### config.mk
export PLATFORM = sky130hd
export DESIGN_NAME = bbox_image_loader
export DESIGN_NICKNAME = d
export VERILOG_FILES = /design/src/rtl/bbox_pkg.sv /design/src/rtl/bbox_wait_timer.sv /design/src/rtl/bbox_image_loader.sv
export SDC_FILE = /design/constraint.sdc
export NUM_CORES = 1
export LEC_CHECK = 0
export ABC_CLOCK_PERIOD_IN_PS = 2700
export BUFFER_PORTS_ARGS = -buffer_cell sky130_fd_sc_hd__buf_2
export CAP_MARGIN = 20
export CORE_MARGIN = 8
export CORE_UTILIZATION = 45
export CTS_BUF_LIST = sky130_fd_sc_hd__clkbuf_2 sky130_fd_sc_hd__clkbuf_4 sky130_fd_sc_hd__clkbuf_8
export DETAILED_ROUTE_END_ITERATION = 6
export HOLD_SLACK_MARGIN = 0.15
export PLACE_DENSITY = 0.69
export SLEW_MARGIN = 0
export SYNTH_ARGS = -nofsm -noshare
export SYNTH_HDL_FRONTEND = slang
export SYNTH_HIERARCHICAL = 1
export SYNTH_SLANG_ARGS = --single-unit
export TNS_END_PERCENT = 1
### constraint.sdc
create_clock -name CLOCK_50 -period 2.7 [get_ports CLOCK_50]
set_input_delay 0.135 -clock CLOCK_50 [delete_from_list [all_inputs] [get_ports CLOCK_50]]
set_output_delay 0.135 -clock CLOCK_50 [all_outputs]
set_load 0.02 [all_outputs]
### src/rtl/bbox_pkg.sv
// rtl/bbox_pkg.sv - shared types and field positions for the bounding-box image loader
package bbox_pkg;

   typedef enum logic [2:0] {
      IDLE,
      LOAD,
      KICK,
      RELEASE,
      WAIT,
      CAPTURE
   } loader_state_t;

   localparam int BBRESET_DEFAULT = 99999;

   localparam int DATA_MSB = 31;
   localparam int DATA_LSB = 24;
   localparam int IDX_MSB  = 23;

   localparam int XMIN_LSB = 24;
   localparam int XMAX_LSB = 16;
   localparam int YMIN_LSB = 8;
   localparam int YMAX_LSB = 0;

endpackage

### src/rtl/bbox_wait_timer.sv
// rtl/bbox_wait_timer.sv - loadable down-counter; done is high while enabled at zero
module bbox_wait_timer #(
   parameter int WIDTH = 16
) (
   input  logic             CLOCK_50,
   input  logic             reset_n,
   input  logic             load,
   input  logic             en,
   input  logic [WIDTH-1:0] load_value,
   output logic             done
);

   logic [WIDTH-1:0] count;

   always_ff @(posedge CLOCK_50) begin
      if (!reset_n) begin
         count <= '0;
      end else if (load) begin
         count <= load_value;
      end else if (en && count != '0) begin
         count <= count - 1'b1;
      end
   end

   assign done = en && (count == '0);

endmodule

### src/rtl/bbox_image_loader.sv
// rtl/bbox_image_loader.sv - pixel stream to engine RAM writes, restart, timed coordinate capture
// Optional running pixel checksum enabled by defining BBOX_CHECKSUM_EN.
module bbox_image_loader
   import bbox_pkg::*;
#(
   parameter int IMG_W       = 100,
   parameter int IMG_H       = 100,
   parameter int BBRESET     = BBRESET_DEFAULT,
   parameter int RESULT_WAIT = 65536
) (
   input  logic        CLOCK_50,
   input  logic        reset_n,
   input  logic        frame_start,
   input  logic        pix_valid,
   input  logic [7:0]  pix_data,
   input  logic        pix_last,
   output logic        pix_ready,
   output logic        wr_en,
   output logic        rd_en,
   output logic [31:0] hex_value_index,
   input  logic [31:0] coordinates,
   output logic [31:0] result,
   output logic        result_valid,
   output logic        busy,
   output logic        frame_err,
   output logic [15:0] checksum
);

   localparam int NUM_PIXELS = IMG_W * IMG_H;
   localparam int IDX_W      = (NUM_PIXELS > 1) ? $clog2(NUM_PIXELS) : 1;
   localparam int TW         = $clog2(RESULT_WAIT);
   localparam logic [IDX_W-1:0] LAST_IDX    = IDX_W'(NUM_PIXELS - 1);
   localparam logic [23:0]      BBRESET_CMD = 24'(BBRESET);
   localparam logic [TW-1:0]    WAIT_LOAD   = TW'(RESULT_WAIT - 1);

   loader_state_t    state, state_next;
   logic [IDX_W-1:0] idx;
   logic             beat;
   logic             last_beat;
   logic             timer_done;

   assign pix_ready = (state == LOAD);
   assign busy      = (state != IDLE);
   assign rd_en     = 1'b0;
   assign beat      = pix_valid & pix_ready;
   assign last_beat = beat && (idx == LAST_IDX);

   bbox_wait_timer #(.WIDTH(TW)) u_wait_timer (
      .CLOCK_50   (CLOCK_50),
      .reset_n    (reset_n),
      .load       (state == RELEASE),
      .en         (state == WAIT),
      .load_value (WAIT_LOAD),
      .done       (timer_done)
   );

   always_ff @(posedge CLOCK_50) begin
      if (!reset_n) begin
         state <= IDLE;
      end else begin
         state <= state_next;
      end
   end

   always_comb begin
      state_next = state;
      case (state)
         IDLE:    if (frame_start) state_next = LOAD;
         LOAD:    if (last_beat) state_next = KICK;
         KICK:    state_next = RELEASE;
         RELEASE: state_next = WAIT;
         WAIT:    if (timer_done) state_next = CAPTURE;
         CAPTURE: state_next = IDLE;
         default: state_next = IDLE;
      endcase
   end

   // Outputs are registered, so each state's bus action appears one cycle after it.
   always_ff @(posedge CLOCK_50) begin
      if (!reset_n) begin
         wr_en           <= 1'b0;
         hex_value_index <= '0;
         idx             <= '0;
         frame_err       <= 1'b0;
         result          <= '0;
         result_valid    <= 1'b0;
      end else begin
         wr_en        <= 1'b0;
         result_valid <= 1'b0;
         case (state)
            IDLE: begin
               if (frame_start) begin
                  idx       <= '0;
                  frame_err <= 1'b0;
               end
            end
            LOAD: begin
               if (beat) begin
                  wr_en                               <= 1'b1;
                  hex_value_index[DATA_MSB:DATA_LSB]  <= pix_data;
                  hex_value_index[IDX_MSB:0]          <= 24'(idx);
                  idx                                 <= idx + 1'b1;
                  if (pix_last != (idx == LAST_IDX)) begin
                     frame_err <= 1'b1;
                  end
               end
            end
            KICK:    hex_value_index <= {8'h00, BBRESET_CMD};
            RELEASE: hex_value_index <= '0;
            WAIT: begin
               if (timer_done) begin
                  result       <= coordinates;
                  result_valid <= 1'b1;
               end
            end
            default: ;
         endcase
      end
   end

`ifdef BBOX_CHECKSUM_EN
   logic [15:0] sum;

   always_ff @(posedge CLOCK_50) begin
      if (!reset_n) begin
         sum <= '0;
      end else if (state == IDLE && frame_start) begin
         sum <= '0;
      end else if (beat) begin
         sum <= sum + 16'(pix_data);
      end
   end

   assign checksum = sum;
`else
   assign checksum = 16'h0000;
`endif

endmodule

==> reports/qor.csv, run 1 <==
stage;metric;value;unit
setup_path;critical path startpoint category;flip-flop;
sta;fin crit period;2.28;ns
placement;GPL Wtd Cong;0.855;
sta;Fmax achieved;440;MHz
floorplan;Core Footprint;0.00906;mm^2
grt;pin count of the biggest net entering global routing;39;
detailed_routing;drt pass-1 iters;4;
yosys;asr flop ratio synth;0;
clocking;Resize count post-CTS;0;
sta;Final Hold Fails;0;
floorplan;I/O pin cnt;131;
clocking;Max clock buf depth;2;
clocking;clk sinks;91;
yosys;Unique masters post-synth;56;
clocking;Clock Tree Root;clkbuf_8;
detailed_routing;final WL;10500;um
run_status;status;finished, final reports clean;
power_and_ir_drop;Max IR drop VDD;0.000277;V
clocking;setup repair bufs after CTS;0;
yosys;Mapped Area;0.00412;mm^2
grt;vias in the first global route;3639;
detailed_routing;Initial DRC Count;197;
sta;clk_skew;0.0130;ns
floorplan;row cnt;35;
floorplan;chip width;112;um
clocking;Worst-Skew Late Latency;0.35;ns
power_and_ir_drop;Final Power;0.00263;W
yosys;post-synth top area share;0.442;
grt;first-pass GRT wire length;17400;um
placement;I/O Buffers;105;
detailed_routing;DR WL/cell;13.6;um
setup_path;CP arrival;2.55;ns
detailed_routing;# DRC;0;
clocking;CTS tree;built;
clocking;number of hold buffers added after CTS;42;
layout;Multi-input gate area;0.00211;mm^2
layout;share of cells above drive strength 1;0.216;
placement;Place WS;0.438;ns
sta;Final setup viols;0;
power_and_ir_drop;Pwr Density;490;mW/mm^2
clocking;H-tree Lvls;3;
grt;Overflow after GRT;0;
sta;RSZ-0062 raised after global routing;no;
yosys;Synth area leaders;dfxtp_1, nand2_1, a21boi_0;
placement;dpl hpwl;7180;um
sta;final slew viol count;0;
setup_path;Critical Path End Type;flip-flop;
detailed_routing;Via density;4.96;
layout;fillcell total;805;
sta;final setup margin;0.425;ns
grt;gr usage total;0.167;
setup_path;critical path type;flip-flop to flip-flop;
setup_path;CP max FO;32;
sta;measured slew at the worst slew-check pin;0.527;ns
sta;headroom to the max-slew limit;0.648;
setup_path;worst path required time;2.97;ns
power_and_ir_drop;leakage power;2.27;nW
layout;Storage cell area;0.00182;mm^2
yosys;register area share after synthesis;0.442;
grt;initial antenna violation count;1;
detailed_routing;Final ANT Viol Nets;0;
sta;total negative slack;0;ns
yosys;cell count after synthesis;498;
clocking;TritonCTS buffer count;9;
yosys;EDFF count, synth;0;
layout;Syn-to-layout area delta;30.0;%
yosys;Yosys warning total;6;
yosys;cell taking the most area after synthesis;dfxtp_1;
sta;Final period util;0.843;
floorplan;Die H;112;um
floorplan;Initial Util;0.454;
clocking;Reg clk slew, reported paths;0.09;ns
worst_hold_path;HP Class;primary input to flip-flop;
yosys;flops & latches, synth;91;
flow_run;max-cap viol count;0;
yosys;synthesized area per cell;8.27;um^2
detailed_routing;DR vias;3820;
floorplan;DIE AREA;0.0125;mm^2
layout;nets@finish;700;
yosys;Post-synth top flop;dfxtp_1;
==> sequential cells by signal, indices dropped and copies added, names as in the netlist <==
name	cells
hex_value_index	23
wr_en	1
state	3
result_valid	1
frame_err	1
u_wait_timer/count	16
idx	14
result	32
==> path summary, 6_finish.rpt <==
path                                                    startpoint                          endpoint  slack [ns]  cells after the start
worst max-delay path            u_wait_timer/count[5]$_SDFFE_PN0P_            result[2]$_SDFFE_PN0P_        0.42                      8
worst min-delay path                                   frame_start             state[0]$_SDFFE_PN0P_        0.21                      4
worst min register to register    hex_value_index[26]$_SDFFE_PN0P_  hex_value_index[26]$_SDFFE_PN0P_        0.46                      2
worst max register to register  u_wait_timer/count[5]$_SDFFE_PN0P_            result[2]$_SDFFE_PN0P_        0.42                      8
==> through the flow <==
step	instances	utilization	hold slack, ns	area, um^2
global placement	711	0.518	0.376	4700
CTS	769	0.590	0.198	5350
floorplan	537	-	0.271	4270
finish	770	0.591	0.214	5360
global route	770	0.591	0.221	5360
detailed placement	711	0.518	0.383	4700
==> layout by cell type, fill, tap and decap left out, types with 4 or more instances in the layout <==
cell,n
nand2_1,124
buf_2,105
dfxtp_1,91
dlygate4sd3_1,42
conb_1,41
a21oi_1,39
a21boi_0,32
o21ai_0,23
nor2_1,19
xnor2_1,10
clkbuf_8,10
or3_1,9
buf_4,9
inv_1,8
a31oi_1,8
nor3_1,8
nand3_1,7
xor2_1,7
nand4_1,5
and4_1,4
mux2i_1,4
==> synth_stat cells, types with 4 or more instances <==
cell / number
xor2_1: 7
dfxtp_1: 91
a31oi_1: 8
nor2_1: 19
a21oi_1: 39
o21ai_0: 23
inv_1: 8
or3_1: 9
mux2i_1: 4
nand3_1: 7
a21boi_0: 32
and4_1: 4
nor3_1: 9
nand4_1: 5
nand2_1: 124
buf_2: 5
clkbuf_1: 17
xnor2_1: 10
buf_4: 26
==> metal layers <==
layer  global-route usage  share of wire  vias to the layer above
li1                     -              -                     1944
met1                0.191           0.43                     1740
met2                0.280           0.48                      118
met3               0.0568          0.064                       18
met4               0.0647          0.022                        0
met5                    0              0                        -
==> final cells by class <==
class                      count  share of cell area
antenna                        1            0.000467
clock buffer                  10              0.0257
clock inverter                 6              0.0178
inverter                       9             0.00631
multi-input combinational    386               0.394
sequential                    91               0.340
tap                          111              0.0259
timing repair buffer         156               0.189
==> power breakdown <==
| part | leakage (nW) | switching [W] | internal (W) | total [W] |
|---|---|---|---|---|
| clock | 0.111 | 0.000491 | 0.000556 | 0.00105 |
| sequential | 0.734 | 0.00000713 | 0.00135 | 0.00136 |
| combinational | 1.42 | 0.000122 | 0.0000993 | 0.000221 |
| total | 2.27 | 0.000619 | 0.00201 | 0.00263 |
==> logic make-up after synthesis <==
group	Yosys count	share of synthesized area
adders and majority gates	2	0.00607
AOI/OAI and AO/OA	115	0.174
DFF	91	0.442
buffers and inverters	60	0.0817
muxes	6	0.0161
other	2	0.00182
and+or+nand+nor	205	0.241
xor gates and xnor gates	17	0.0361
==> critical path: stages, from the launching register on <==
cell	delay [ns]
dfxtp_1	0.38
nor4_4	0.39
nand3_2	0.21
nor3_1	0.35
nand2_1	0.13
nor3_2	0.13
buf_4	0.34
nand2_1	0.08
a21boi_0	0.17
Power figures use the tool's default switching activity.
==> run 2, diff against run 1 <==
Settings changed: ABC_CLOCK_PERIOD_IN_PS 2700 to 2300.
Clock period 2.7 ns to 2.3 ns, I/O delays scaled along.
==> run 2 against run 1 <==
Net effect: clock power rose by 17%; largest cell class unchanged; first-iteration DRC count is 17% lower; sequential power increased by 17%; critical path depth up 2; sequential share of layout area shrank 0.52 points; wire length rose by 4.3%; combinational power up 20%; worst hold slack got worse by 0.011 ns; power grew 18%; flip-flop and latch count unchanged; die area unchanged; via count increased by 1.2%.
==> reports/qor.csv, run 2 (same netlist as run 1, synthesis figures left out) <==
stage;metric;value;unit
sta;Fmax achieved;492;MHz
setup_path;R2R setup slack;0.27;ns
grt;first-pass GRT wire length;17900;um
sta;final setup margin;0.268;ns
clocking;Reg clk slew, reported paths;0.09;ns
setup_path;Critical Path End Type;flip-flop;
detailed_routing;Final ANT Viol Nets;0;
sta;Final setup viols;0;
sta;Min Hold Slack;0.203;ns
placement;GPL Wtd Cong;0.840;
clocking;CTS tree;built;
worst_hold_path;WHS Path Cells;4;
layout;share of cells above drive strength 1;0.223;
sta;measured slew at the worst slew-check pin;0.544;ns
floorplan;Die H;112;um
detailed_routing;Initial DRC Count;164;
grt;pin count of the biggest net entering global routing;42;
detailed_routing;DR WL/cell;14.0;um
floorplan;row cnt;35;
worst_hold_path;HP Class;primary input to flip-flop;
detailed_routing;drt pass-1 iters;4;
sta;final slew viol count;0;
detailed_routing;DR vias;3866;
sta;total negative slack;0;ns
floorplan;chip width;112;um
clocking;Clock Tree Root;clkbuf_8;
sta;Final period util;0.884;
clocking;H-tree Lvls;3;
power_and_ir_drop;switching share of power;0.241;
sta;Final Hold Fails;0;
floorplan;Core Footprint;0.00906;mm^2
clocking;Max clock buf depth;2;
setup_path;CP max FO;32;
layout;biggest regs;result x32, hex_value_index x23, u_wait_timer/count x16;
clocking;TritonCTS buffer count;9;
sta;headroom to the max-slew limit;0.637;
grt;vias in the first global route;3740;
power_and_ir_drop;Pint;0.00234;W
setup_path;worst path required time;2.57;ns
power_and_ir_drop;Switch Pwr;0.000746;W
setup_path;R2R depth;10;
layout;Multi-input gate area;0.00213;mm^2
power_and_ir_drop;leakage power;2.31;nW
placement;I/O Buffers;105;
worst_hold_path;hold path startpoint;frame_start;
floorplan;DIE AREA;0.0125;mm^2
clocking;setup repair bufs after CTS;0;
power_and_ir_drop;sequential share of power;0.515;
power_and_ir_drop;clock group share of total power;0.399;
flow_run;max-cap viol count;0;
power_and_ir_drop;Pwr Density;568;mW/mm^2
layout;post-route cell area;0.00544;mm^2
layout;fillcell total;815;
layout;Syn-to-layout area delta;32.0;%
clocking;clk sinks;91;
setup_path;critical path startpoint category;flip-flop;
power_and_ir_drop;Max IR drop VDD;0.000342;V
layout;Top reg by flops;result;
clocking;Worst-Skew Late Latency;0.36;ns
setup_path;critical path type;flip-flop to flip-flop;
layout;Storage cell area;0.00182;mm^2
layout;commonest non-fill, non-tap cells in the layout;nand2_1, buf_2, dfxtp_1;
layout;most common cell after layout, fill and taps aside;nand2_1;
floorplan;I/O pin cnt;131;
power_and_ir_drop;Logic pwr share;0.086;
grt;gr usage total;0.172;
placement;dpl hpwl;7470;um
sta;clk_skew;0.0164;ns
layout;Layout Utilization;0.600;
setup_path;Worst Setup SP;u_wait_timer/count[0]$_SDFFE_PN0P_;
setup_path;reg2reg start;u_wait_timer/count[0]$_SDFFE_PN0P_;
setup_path;CP arrival;2.30;ns
sta;RSZ-0062 raised after global routing;no;
detailed_routing;# DRC;0;
layout;nets@finish;707;
detailed_routing;final WL;10900;um
placement;dpl cell area;0.00475;mm^2
grt;Overflow after GRT;0;
grt;initial antenna violation count;1;
sta;fin crit period;2.03;ns
floorplan;Initial Util;0.454;
layout;max reg flops;32;
run_status;status;finished, final reports clean;
placement;Place WS;0.132;ns
detailed_routing;Via density;4.98;
==> run 2: changes by cell type in the layout (fill, tap and decap cells not counted) <==
cell,previous run,this run
clkinv_4,0,2
clkbuf_8,10,9
buf_4,9,13
clkinvlp_4,2,0
nor3_2,1,0
nor3_4,0,2
buf_12,0,1
nor3_1,8,7
clkbuf_4,0,1
dlygate4sd3_1,42,44
==> run 2: routing by layer <==
metal / GRT usage / wire length [um] / up-vias
li1: - / - / 1960
met2: 0.299 / 5310 / 102
met4: 0.0848 / 334 / 0
met1: 0.194 / 4730 / 1779
met5: 0 / 0 / -
met3: 0.0400 / 525 / 25
==> run 2: what timing repair did <==
action	in CTS	in global routing
endpoints found under the hold margin	44	0
gates resized for setup	0	3
endpoints found under the setup margin	0	32
hold buffers	44	0
==> run 2: final cells by class <==
cell class | count | share of cell area
multi-input cells | 386 | 0.392
flip-flops and latches | 91 | 0.335
repair buffers | 163 | 0.199
well taps | 111 | 0.0255
clock buffers | 10 | 0.0242
clock inverters | 6 | 0.0179
inverters | 9 | 0.00621
diodes | 1 | 0.000460
==> run 2: stage by stage <==
step | power, W | cells
2_1_floorplan | 0.00179 | 537
3_3_place_gp | 0.00183 | 716
3_5_place_dp | 0.00183 | 716
4_1_cts | 0.00311 | 776
5_1_grt | 0.00321 | 777
6_report | 0.00309 | 777
==> run 2: critical path, cell delays in order (launching register included) <==
cell	delay [ns]
dfxtp_1	0.34
inv_1	0.10
ha_1	0.17
nor4b_4	0.26
nand2_2	0.17
nor3_4	0.17
nand2_1	0.12
nor3_4	0.16
buf_12	0.20
nand2_1	0.08
a21boi_0	0.18
==> run 2: worst paths after layout <==
check | end
setup / recovery | result[8]$_SDFFE_PN0P_
hold / removal | state[0]$_SDFFE_PN0P_
setup reg to reg | result[8]$_SDFFE_PN0P_
hold reg to reg | hex_value_index[11]$_SDFFE_PN0P_
==> run 2: power groups by stage <==
stage / clock, W / combinational, W / sequential [W]
2_1_floorplan: 0 / 0.000151 / 0.00164
3_3_place_gp: 0 / 0.000200 / 0.00163
3_5_place_dp: 0 / 0.000203 / 0.00163
4_1_cts: 0.00126 / 0.000261 / 0.00159
5_1_grt: 0.00132 / 0.000291 / 0.00159
6_report: 0.00123 / 0.000266 / 0.00159
